--- config.mk ---
export PLATFORM = sky130hd
export DESIGN_NAME = write_buffer_flat
export DESIGN_NICKNAME = d
export VERILOG_FILES = /design/src/rtl/write_buffer_if.sv /design/src/rtl/write_buffer.sv /design/src/flat_wrapper.sv
export SDC_FILE = /design/constraint.sdc
export NUM_CORES = 1
export LEC_CHECK = 0
export CAP_MARGIN = 20
export CORE_MARGIN = 2
export CORE_UTILIZATION = 30
export DETAILED_ROUTE_END_ITERATION = 16
export PLACE_DENSITY = 0.55
export RECOVER_POWER = 50
export SYNTH_ARGS = -nofsm -noshare
export SYNTH_HDL_FRONTEND = slang
export SYNTH_SLANG_ARGS = --single-unit
--- constraint.sdc ---
create_clock -name clk -period 2.8 [get_ports clk]
set_input_delay 0.28 -clock clk [delete_from_list [all_inputs] [get_ports clk]]
set_output_delay 0.28 -clock clk [all_outputs]
set_load 0.02 [all_outputs]
--- src/rtl/write_buffer_if.sv ---
// Bundles the store-side, forwarding and memory-side signals of the posted-write buffer.
// The master modport is the environment (CPU/cache plus memory); the slave modport is the buffer.
interface write_buffer_if #(
  parameter int WIDTH   = 32,
  parameter int ADDRESS = 10,
  parameter int DEPTH   = 4
);
  localparam int CW = $clog2(DEPTH) + 1;

  logic               wr_req;
  logic [ADDRESS-1:0] wr_addr;
  logic [WIDTH-1:0]   wr_data;
  logic               wr_full;
  logic [ADDRESS-1:0] rd_addr;
  logic               rd_hit;
  logic [WIDTH-1:0]   rd_hit_data;
  logic               mem_wr_en;
  logic [ADDRESS-1:0] mem_wr_addr;
  logic [WIDTH-1:0]   mem_wr_data;
  logic               mem_wr_ready;
  logic               empty;
  logic [CW-1:0]      count;

  modport master (
    output wr_req, wr_addr, wr_data, rd_addr, mem_wr_ready,
    input  wr_full, rd_hit, rd_hit_data, mem_wr_en, mem_wr_addr, mem_wr_data, empty, count
  );

  modport slave (
    input  wr_req, wr_addr, wr_data, rd_addr, mem_wr_ready,
    output wr_full, rd_hit, rd_hit_data, mem_wr_en, mem_wr_addr, mem_wr_data, empty, count
  );
endinterface

--- src/rtl/write_buffer.sv ---
// Posted-write FIFO between a write-through cache and main memory, with
// read-after-write forwarding of the newest queued store to a matching load address.
module write_buffer #(
  parameter int WIDTH   = 32,
  parameter int ADDRESS = 10,
  parameter int DEPTH   = 4
) (
  input logic           clk,
  input logic           rst,
  write_buffer_if.slave bus
);
  localparam int PW = $clog2(DEPTH);
  localparam int CW = PW + 1;

  localparam logic [0:0] ST_IDLE  = 1'b0;
  localparam logic [0:0] ST_WRITE = 1'b1;

  logic [ADDRESS-1:0] addr_mem [DEPTH];
  logic [WIDTH-1:0]   data_mem [DEPTH];

  logic [PW-1:0]      head_q, head_d;
  logic [PW-1:0]      tail_q, tail_d;
  logic [CW-1:0]      count_q, count_d;
  logic [0:0]         state_q, state_d;
  logic               en_q, en_d;
  logic [ADDRESS-1:0] maddr_q, maddr_d;
  logic [WIDTH-1:0]   mdata_q, mdata_d;

  logic full, push, pop;

  // Full is judged on the current count, so a simultaneous pop cannot admit a push.
  assign full = (count_q == CW'(DEPTH));
  assign push = bus.wr_req && !full;
  assign pop  = (state_q == ST_WRITE) && bus.mem_wr_ready;

  always_ff @(posedge clk) begin
    if (rst && push) begin
      addr_mem[tail_q] <= bus.wr_addr;
      data_mem[tail_q] <= bus.wr_data;
    end
  end

  always_comb begin
    head_d  = head_q;
    tail_d  = tail_q;
    count_d = count_q;
    state_d = state_q;
    en_d    = en_q;
    maddr_d = maddr_q;
    mdata_d = mdata_q;

    if (push) tail_d = tail_q + PW'(1);
    if (push && !pop)      count_d = count_q + CW'(1);
    else if (pop && !push) count_d = count_q - CW'(1);

    case (state_q)
      ST_IDLE: begin
        if (count_q != '0) begin
          state_d = ST_WRITE;
          en_d    = 1'b1;
          maddr_d = addr_mem[head_q];
          mdata_d = data_mem[head_q];
        end
      end
      default: begin
        if (bus.mem_wr_ready) begin
          state_d = ST_IDLE;
          en_d    = 1'b0;
          head_d  = head_q + PW'(1);
        end
      end
    endcase
  end

  always_ff @(posedge clk) begin
    if (!rst) begin
      head_q  <= '0;
      tail_q  <= '0;
      count_q <= '0;
      state_q <= ST_IDLE;
      en_q    <= 1'b0;
      maddr_q <= '0;
      mdata_q <= '0;
    end else begin
      head_q  <= head_d;
      tail_q  <= tail_d;
      count_q <= count_d;
      state_q <= state_d;
      en_q    <= en_d;
      maddr_q <= maddr_d;
      mdata_q <= mdata_d;
    end
  end

  // Entries are examined oldest to newest, so the newest match overwrites older ones.
  logic [PW-1:0]    age_idx [DEPTH];
  logic [DEPTH-1:0] age_match;

  for (genvar gi = 0; gi < DEPTH; gi++) begin : g_age
    assign age_idx[gi]   = head_q + PW'(gi);
    assign age_match[gi] = (CW'(gi) < count_q) && (addr_mem[age_idx[gi]] == bus.rd_addr);
  end

  logic             hit;
  logic [WIDTH-1:0] hit_data;

  always_comb begin
    hit      = 1'b0;
    hit_data = '0;
    for (int k = 0; k < DEPTH; k++) begin
      if (age_match[k]) begin
        hit      = 1'b1;
        hit_data = data_mem[age_idx[k]];
      end
    end
  end

  assign bus.wr_full     = full;
  assign bus.empty       = (count_q == '0);
  assign bus.count       = count_q;
  assign bus.rd_hit      = hit;
  assign bus.rd_hit_data = hit_data;
  assign bus.mem_wr_en   = en_q;
  assign bus.mem_wr_addr = maddr_q;
  assign bus.mem_wr_data = mdata_q;
endmodule

--- src/flat_wrapper.sv ---
// flat-port wrapper written by rule: the top's interface ports become plain ports
module write_buffer_flat 
#(
  parameter int WIDTH   = 32,
  parameter int ADDRESS = 10,
  parameter int DEPTH   = 4
)
  (clk, rst, bus_wr_req, bus_wr_addr, bus_wr_data, bus_rd_addr, bus_mem_wr_ready, bus_wr_full, bus_rd_hit, bus_rd_hit_data, bus_mem_wr_en, bus_mem_wr_addr, bus_mem_wr_data, bus_empty, bus_count);
  write_buffer_if #(.WIDTH(WIDTH), .ADDRESS(ADDRESS), .DEPTH(DEPTH)) bus_i ();
  input logic clk;
  input logic rst;
  input wire logic [$bits(bus_i.wr_req)-1:0] bus_wr_req;
  input wire logic [$bits(bus_i.wr_addr)-1:0] bus_wr_addr;
  input wire logic [$bits(bus_i.wr_data)-1:0] bus_wr_data;
  input wire logic [$bits(bus_i.rd_addr)-1:0] bus_rd_addr;
  input wire logic [$bits(bus_i.mem_wr_ready)-1:0] bus_mem_wr_ready;
  output wire logic [$bits(bus_i.wr_full)-1:0] bus_wr_full;
  output wire logic [$bits(bus_i.rd_hit)-1:0] bus_rd_hit;
  output wire logic [$bits(bus_i.rd_hit_data)-1:0] bus_rd_hit_data;
  output wire logic [$bits(bus_i.mem_wr_en)-1:0] bus_mem_wr_en;
  output wire logic [$bits(bus_i.mem_wr_addr)-1:0] bus_mem_wr_addr;
  output wire logic [$bits(bus_i.mem_wr_data)-1:0] bus_mem_wr_data;
  output wire logic [$bits(bus_i.empty)-1:0] bus_empty;
  output wire logic [$bits(bus_i.count)-1:0] bus_count;
  assign bus_i.wr_req = bus_wr_req;
  assign bus_i.wr_addr = bus_wr_addr;
  assign bus_i.wr_data = bus_wr_data;
  assign bus_i.rd_addr = bus_rd_addr;
  assign bus_i.mem_wr_ready = bus_mem_wr_ready;
  assign bus_wr_full = bus_i.wr_full;
  assign bus_rd_hit = bus_i.rd_hit;
  assign bus_rd_hit_data = bus_i.rd_hit_data;
  assign bus_mem_wr_en = bus_i.mem_wr_en;
  assign bus_mem_wr_addr = bus_i.mem_wr_addr;
  assign bus_mem_wr_data = bus_i.mem_wr_data;
  assign bus_empty = bus_i.empty;
  assign bus_count = bus_i.count;
  write_buffer #(.WIDTH(WIDTH), .ADDRESS(ADDRESS), .DEPTH(DEPTH)) u_core (.clk(clk), .rst(rst), .bus(bus_i));
endmodule
# Word level (Yosys, flattened, before mapping)
# Memory sizes are Yosys's and may differ from the RTL's. A register that Yosys moved wholly into a read port is not among the register bits.
# Index checks and enable logic that the tools add are counted.
# Widths: inputs -> output; s select.
# word_totals
input_bits	56
wordCells	67
memories	2
ram_bits	168
register_bits	51
# memory_table
name	words	word_bits	rd	rd_ports_with_merged_regs	wr	line_no	source
u_core.data_mem	4	32	4	1	1	write_buffer.sv:19	logic [WIDTH-1:0] data_mem [DEPTH];
u_core.addr_mem	4	10	4	1	1	write_buffer.sv:18	logic [ADDRESS-1:0] addr_mem [DEPTH];
# classes
bitwise	1
eq_ne	6
n_reduce_logical	19
n_mux	22
order_cmp	4
addsub	6
# ops
operator	count
$mux 32	4
$eq 10x10->1	4
$mux 1	12
$logic_and 1x1->1	9
$mux 2	4
$lt 1x3->1 const A	2
$lt 2x3->1 const A	2
$mux 3	2
$reduce_and 2->1	3
$add 2x1->2 const B	2
$add 2x2->2 const B	2
$reduce_bool 2->1	2
$add 3x1->3 const B	1
$eq 3x3->1 const B	1
$logic_not 1->1	3
$logic_not 3->1	1
$reduce_bool 3->1	1
$sub 3x1->3 const B	1
$ne 2x2->1 const B	1
$not 1->1	1

# Depth between registers and ports, before layout
# Gate-level depths: netlist (run 1).
# depth
ltp_word	7
mapped_depth	12
ltp_nobuf	9

# Worst setup path before layout (run 1)
# No wires, ideal clock.
# synth_path
path_kind	reg-to-output
startpoint	register u_core.head_q[0]
endpoint	output bus_rd_hit_data[23]
arrival_ps	2804
t_required_ps	2520
n_path_buf	6
path_stages_with_launch	13
setup_slack_ps	-284
cell_sequence	dfxtp_1 -> buf_6 -> buf_6 -> buf_4 -> buf_4 -> mux4_2 -> xnor2_1 -> nand3_1 -> nor3_1 -> buf_4 -> buf_2 -> nor3_2 -> a221oi_1
# synth_between
elab_chain_len	7
# synth_rtl
item	line_no	source
from (decl)	write_buffer.sv:21	logic [PW-1:0] head_q, head_d;
from (signal assigned)	write_buffer.sv:77	head_q <= '0;
from (signal assigned)	write_buffer.sv:85	head_q <= head_d;
$add 2x1->2	write_buffer.sv:100	assign age_idx[gi] = head_q + PW'(gi);
$mem_v2 4x10	-	
$eq 10x10->1	write_buffer.sv:101	assign age_match[gi] = (CW'(gi) < count_q) && (addr_mem[age_idx[gi]] == bus.rd_addr);
$logic_and 1x1->1	write_buffer.sv:101	
$mux 32 (2 in series)	write_buffer.sv:111	if (age_match[k]) begin
$mux 32 *	write_buffer.sv:111	
to (decl)	flat_wrapper.sv:19	output wire logic [$bits(bus_i.rd_hit_data)-1:0] bus_rd_hit_data;
# Mark *: on every way between the ends. The rest lies on a longest branch, timed or not.

# Final worst setup path (run 1)
# layout_path
startpoint	register u_core.head_q[0]
endpoint	output bus_rd_hit_data[0]
# Same word-level chain as after synthesis.

==> results.toml, run 1 <==
[synth]
ys.flop_type = "edfxtp_1"
synth_area_in_compound_gates_pct = 6.79
ys_ff_latch = 221
post_synth_mux_area_share_pct = 29.1
synth.avg_cell_area_um2 = 14.7
synth.distinct_cells = 37
post_synth_inst_count = 877
post-synth-top-area-cell = "edfxtp_1"
netlist_area_um2 = 12900
synth_xor_area_share_pct = 3.06
ys_warn_count = 0
yosys.area_share.simple_pct = 8.41
synth_async_sr_flop_share_pct = 0
synth_sequential_area_ratio_pct = 47.4
synth-edff-count = 168
synth.top_cell.area_share_pct = 39.2
yosys-top-cells-area = "edfxtp_1 (39%), mux4_2 (27%), dfxtp_1 (8.2%), nand2_1 (2.5%), a21boi_0 (2.5%)"
synth_top_family_by_area = "multiplexers"
yosys.area_share.adder_pct = 0.874
synth_nets = 942

[clock_tree]
numClockSinks = 221
numCtsBuffers = 27
cts.hold.buffers_added = 0
cts_htree_levels = 1
cts.clk_slew.worst_paths_ps = 60
clock_tree.root_cell = "clkbuf_16"
insertion_delay_ps = 550
tritoncts = "yes"
clk_path_buf_depth = 3

[worst_setup_path]
slowest_stage = "or4_4"
critPathCapture = "bus_rd_hit_data[0]"
reg2reg_to = "u_core.data_mem[0][13]"
cp_data_required_time_ps = 2520
r2r_slack_ps = 570
r2r.worst_path.cells = 8
cp_common_cell = "buf_4"
arrival_ps = 3530
worst_path_cell_trace = "buf_4 -> buf_6 -> mux4_2 -> xor2_1 -> or4_4 -> nor3_4 -> nor2_4 -> buf_4 -> a221oi_2 -> buf_4"
critical_path.top_delay_family = "simple AND/OR/NAND/NOR gates"
worstSetupEndpointType = "primary output"
crit_path_max_incr_delay_ps = 560
timing.critical_path.from = "u_core.head_q[0]"
path_buf_inv = 4
r2r_start = "u_core.bus.count[0]"
setup.worst_path.class = "reg2out"
critical_path_cell_count = 10
startpoint_type_of_the_worst_setup_path = "register"
worstPathMaxFanout = 4

[floorplan]
dieArea_um2 = 44600
boundaryPins = 137
core_area_um2 = 42100
die_y_um = 211
rows = 75
die_w_um = 211
initial_core_util_pct = 30.6

[hold_path]
holdCritStartpoint = "rst"
holdCritPathClass = "in2reg"

[global_route]
via_count_of_the_first_global_routing_pass = 9177
grt_use_met1_pct = 23.0
grt.total_usage_pct = 17.2
first_pass_grt_wire_length_mm = 57.9
grt_busiest_layer = "met2"
grtUsageMet2_pct = 29.3
number_of_antenna_violations_at_the_first_check_in_global_routing = 4
gr-usage-met3_pct = 2.65
global_route.overflow_total = 0
grt_start_max_net_pins = 83

[drt]
detail_route.vias_per_cell = 5.32
routed_wire_length_per_instance_um = 22.8
drtIter0Drc = 490
dr.pass1.iters = 5
vias = 8901
detail_route.drc_violations = 0
postRouteAntennaNets = 0
routed_wire_length_mm = 38.2

[timing]
timing.hold.ws_ps = 68.9
unrepaired_setup_endpoints_after_global_routing = "true"
finalClockSkew_ps = 15.1
timing.final.ws_setup_ps = -1010
relSlewSlack_pct = 60.4
hold_viol = 0
worst_pin_slew_ps = 594
setup_violating_endpoint_count_in_the_final_report = 33
min_period_over_period_pct = 136
clock.fmax_mhz = 263
max_slew_vio_count = 0
minimum_period_implied_by_the_final_worst_setup_slack_ps = 3810

[layout]
final_core_utilization_pct = 42.9
design_area_um2 = 18100
final.fill_count = 3788
register_area_um2 = 6120
finalNetCount = 1177
layout-drive-gt1-share_pct = 45.1
multi_input_comb_area_um2 = 7170
area_growth_pct = 40.3

[pwr]
ir_worst_vdd_mv = 0.584
power_mw = 12.6
power.static_leakage_nw = 5.85
power_per_cell_area_nw_per_um2 = 698

[run]
max_cap_viol_count = 0

[run_status]
violations = "setup timing"
run_status = "finished with violations"

[placement]
gp_congestion = 0.780
portBuffers = 136
place.detailed.hpwl_mm = 25.1
place_area_um2 = 16400
[layer usage]
layer	vias to the layer above	part of all wire, %
li1	3987	-
met1	4630	42
met2	225	51
met3	55	4.6
met4	4	2.2
met5	-	0.060
[layout make-up]
class	count	area share [%]
multi-input combinational	537	39.7
sequential	221	33.9
timing repair buffer	285	16.6
clock buffer	37	4.06
tap	539	3.73
clock inverter	12	1.18
inverter	40	0.831
antenna	1	0.0139
[cells in the mapped netlist (2+ instances only)]
| cell | count |
|---|---|
| edfxtp_1 | 168 |
| mux4_2 | 155 |
| nand2_1 | 87 |
| dfxtp_1 | 53 |
| a21boi_0 | 43 |
| inv_1 | 40 |
| clkbuf_1 | 37 |
| nor2b_1 | 35 |
| a221oi_1 | 31 |
| a31oi_1 | 31 |
| xnor2_1 | 31 |
| nor3_2 | 30 |
| buf_2 | 26 |
| xor2_1 | 14 |
| nor2_1 | 10 |
| ha_1 | 9 |
| and2_1 | 8 |
| buf_4 | 7 |
| mux2i_1 | 7 |
| mux4_1 | 7 |
| nor3_1 | 7 |
| a21oi_1 | 6 |
| and3_1 | 4 |
| nand3_1 | 4 |
| buf_1 | 3 |
| buf_6 | 3 |
| buf_8 | 3 |
| o2111ai_1 | 3 |
| o21ai_0 | 3 |
| nand4_1 | 2 |
| nor4_1 | 2 |
| or2_2 | 2 |
| or3_1 | 2 |
[how the worst min path moves through the flow]
stage / slack [ps] / end / cells after the start
4_1_cts: 40 / u_core.head_q[1] / 2
2_1_floorplan: 380 / u_core.addr_mem[0][0] / 0
3_3_place_gp: 450 / u_core.bus.mem_wr_data[13] / 2
5_1_grt: 60 / u_core.head_q[1] / 2
3_5_place_dp: 460 / u_core.bus.mem_wr_data[10] / 2
6_report: 70 / register / 2
[repair_timing]
action,in CTS,in global routing
resized for setup,212,61
pin swaps,16,23
gates cloned,6,1
setup endpoints to repair,33,33
setup buffers,11,7
[state kept, by name, summed over array words and instances, names as in the netlist, named ones only]
name / flops
u_core.data_mem: 128
u_core.addr_mem: 40
u_core.bus.mem_wr_data: 32
u_core.bus.mem_wr_addr: 10
u_core.bus.count: 3
u_core.head_q: 2
u_core.tail_q: 2
u_core.bus.mem_wr_en: 1
u_core.state_q: 1
[metrics by stage]
stage | instances | setup TNS, ps | worst slack [ps]
global placement | 1598 | -24520 | -886
detailed placement | 1598 | -27140 | -965
floorplan | 877 | -1270 | -83.4
finish | 1672 | -30170 | -1010
global route | 1671 | -35400 | -1150
CTS | 1664 | -29940 | -993
[cell families after synthesis]
family,count (synthesis)
buffers and inverters,119
AND/OR/NAND/NOR,195
XOR/XNOR,45
multiplexers,169
flip-flops,221
AO/OA/AOI/OAI,119
adder cells (fa/ha/maj),9
[where the power goes]
| part | switching [mW] | internal (mW) |
|---|---|---|
| combinational | 2.36 | 2.20 |
| clock | 1.36 | 2.37 |
| sequential | 0.312 | 4.00 |
[placed cells by master (no fill, tap or decap), drive strengths merged]
master / n
a21oi: 6
mux4: 162
a221oi: 31
bufinv: 6
o21ai: 3
nor3: 37
ha: 9
and2: 8
o2111ai: 3
nor2b: 35
xnor2: 31
inv: 40
a21boi: 43
nor2: 10
or3: 2
mux2i: 7
buf: 178
and3: 4
dlygate4sd3: 42
or2: 2
nand4: 2
or4: 1
clkinv: 6
clkbuf: 39
xor2: 14
nor4: 2
a31oi: 31
diode: 1
edfxtp: 168
and4: 1
bufbuf: 3
clkdlybuf4s50: 60
nand3: 4
o211ai: 1
dfxtp: 53
nand2: 87
a211oi: 1
Note: power is estimated with default switching activity, not from simulation.
==> inputs of run 2 (changes only) <==
--- a/config.mk
+++ b/config.mk
@@ -9,7 +9,6 @@
 export CORE_MARGIN = 2
 export CORE_UTILIZATION = 30
 export DETAILED_ROUTE_END_ITERATION = 16
-export PLACE_DENSITY = 0.55
 export RECOVER_POWER = 50
 export SYNTH_ARGS = -nofsm -noshare
 export SYNTH_HDL_FRONTEND = slang
==> results.toml, run 2 (same netlist as run 1, synthesis figures left out) <==
[placement]
portBuffers = 136
gp_congestion = 0.816
preCtsSetupSlack_ps = -843
place.detailed.hpwl_mm = 25.0

[clock_tree]
insertion_delay_ps = 550
numClockSinks = 221
cts.clk_slew.worst_paths_ps = 60
cts.hold.buffers_added = 0
numCtsBuffers = 27
tritoncts = "yes"
cts_htree_levels = 1
clk_path_buf_depth = 3
clock_tree.root_cell = "clkbuf_16"

[drt]
dr.pass1.iters = 5
drtIter0Drc = 531
vias = 8886
routed_wire_length_mm = 36.6
detail_route.vias_per_cell = 5.31
routed_wire_length_per_instance_um = 21.9
detail_route.drc_violations = 0
postRouteAntennaNets = 0

[run_status]
violations = "setup timing"
run_status = "finished with violations"

[run]
max_cap_viol_count = 0

[layout]
final_core_utilization_pct = 42.4
layout-drive-gt1-share_pct = 44.8
most_used_cells_in_the_layout_excluding_fill_and_tap_cells = "edfxtp_1 (168), mux4_2 (159), buf_4 (116), nand2_1 (87), dlygate4sd3_1 (84)"
area_growth_pct = 38.7
flip_flop_count_of_the_largest_register_after_layout = 128
top_register = "u_core.data_mem"
layout.cells.most_common = "edfxtp_1"
finalNetCount = 1179

[global_route]
first_pass_grt_wire_length_mm = 55.5
grt_start_max_net_pins = 68
via_count_of_the_first_global_routing_pass = 9141
number_of_antenna_violations_at_the_first_check_in_global_routing = 6
grt.total_usage_pct = 16.5
global_route.overflow_total = 0

[worst_setup_path]
arrival_ps = 3430
worstPathMaxFanout = 10
startpoint_type_of_the_worst_setup_path = "register"
worstSetupEndpointType = "primary output"
cp_data_required_time_ps = 2520
setup.worst_path.class = "reg2out"

[timing]
finalClockSkew_ps = 9.60
max_slew_vio_count = 0
timing.final.ws_setup_ps = -912
hold_viol = 0
relSlewSlack_pct = 40.7
clock.fmax_mhz = 269
minimum_period_implied_by_the_final_worst_setup_slack_ps = 3710
setup-tns-final_ps = -27750
setup_violating_endpoint_count_in_the_final_report = 33
timing.hold.ws_ps = 199
min_period_over_period_pct = 133
worst_pin_slew_ps = 889
unrepaired_setup_endpoints_after_global_routing = "true"

[hold_path]
holdCritPathClass = "in2reg"

[floorplan]
die_y_um = 211
dieArea_um2 = 44600
initial_core_util_pct = 30.6
rows = 75
boundaryPins = 137
die_w_um = 211
core_area_um2 = 42100

[pwr]
power.static_leakage_nw = 5.83
power_mw = 12.1
ir_worst_vdd_mv = 0.437
power_per_cell_area_nw_per_um2 = 675
==> run 2: changes by cell type in the layout (fill, tap and decap cells not counted), sizes merged, moves of 2 or more <==
| cell | before | now |
|---|---|---|
| bufbuf | 3 | 0 |
| dlygate4sd3 | 42 | 84 |
| inv | 40 | 42 |
| clkinv | 6 | 8 |
| clkinvlp | 0 | 3 |
| clkdlybuf4s50 | 60 | 18 |
| clkbuf | 39 | 43 |
| bufinv | 6 | 0 |
==> run 2: timing repair <==
| item | in CTS | in global routing |
|---|---|---|
| gates resized for setup | 210 | 74 |
| setup endpoints to repair | 33 | 33 |
| pin swaps | 16 | 31 |
| setup buffers | 24 | 10 |
| gates cloned | 2 | 2 |
==> run 2: worst paths after layout <==
check / from / endpoint / slack, ps / depth (start not counted)
hold / removal: rst / u_core.bus.mem_wr_data[24] / 200 / 2
setup / recovery: u_core.head_q[0] / bus_rd_hit_data[27] / -910 / 12
setup reg to reg: u_core.bus.count[0] / u_core.data_mem[2][5] / 270 / 8
hold reg to reg: u_core.bus.mem_wr_data[6] / u_core.bus.mem_wr_data[6] / 460 / 2
==> run 2: final cells by class <==
type                            count  area [µm²]
Multi-Input combinational cell    537        7170
Clock inverter                     13        85.1
Clock buffer                       37         753
Sequential cell                   221        6120
Inverter                           40         150
Fill cell                        3797       24300
Timing Repair Buffer              287        2910
Antenna cell                        1        2.50
Tap cell                          539         674
==> run 2: per-layer routing <==
metal / global-route usage, % / vias to the layer above / share of wire (%)
li1: - / 3993 / -
met1: 21.4 / 4561 / 42
met2: 28.6 / 256 / 51
met3: 3.14 / 72 / 4.9
met4: 3.45 / 4 / 2.4
met5: 0 / - / 0.074
==> run 2: metrics by stage <==
step	area, µm²	std cells
after floorplan	13500	877
after global placement	16400	1592
after detailed placement	16400	1592
after CTS	17500	1668
after global routing	17900	1674
final	17900	1675
==> run 2: critical path, stage by stage (launching register included) <==
cell	delay [ps]
dfxtp_4	390
buf_12	130
mux4_2	520
xor2_2	190
nor4_1	300
buf_4	170
o2111ai_4	120
buf_12	180
buf_8	160
nor2b_4	110
a31oi_2	40
a221oi_2	340
buf_4	210
==> run 2: power breakdown <==
group          internal [mW]  switching, mW
Clock                   1.89           1.38
Sequential              4.00          0.272
Combinational           2.15           2.37
==> inputs of run 3 (changes only) <==
--- a/config.mk
+++ b/config.mk
@@ -10,6 +10,7 @@
 export CORE_UTILIZATION = 30
 export DETAILED_ROUTE_END_ITERATION = 16
 export RECOVER_POWER = 50
+export SLEW_MARGIN = 20
 export SYNTH_ARGS = -nofsm -noshare
 export SYNTH_HDL_FRONTEND = slang
 export SYNTH_SLANG_ARGS = --single-unit
==> results of run 3 <==
No change in the layout: final DEF, timing and power equal those of run 2.
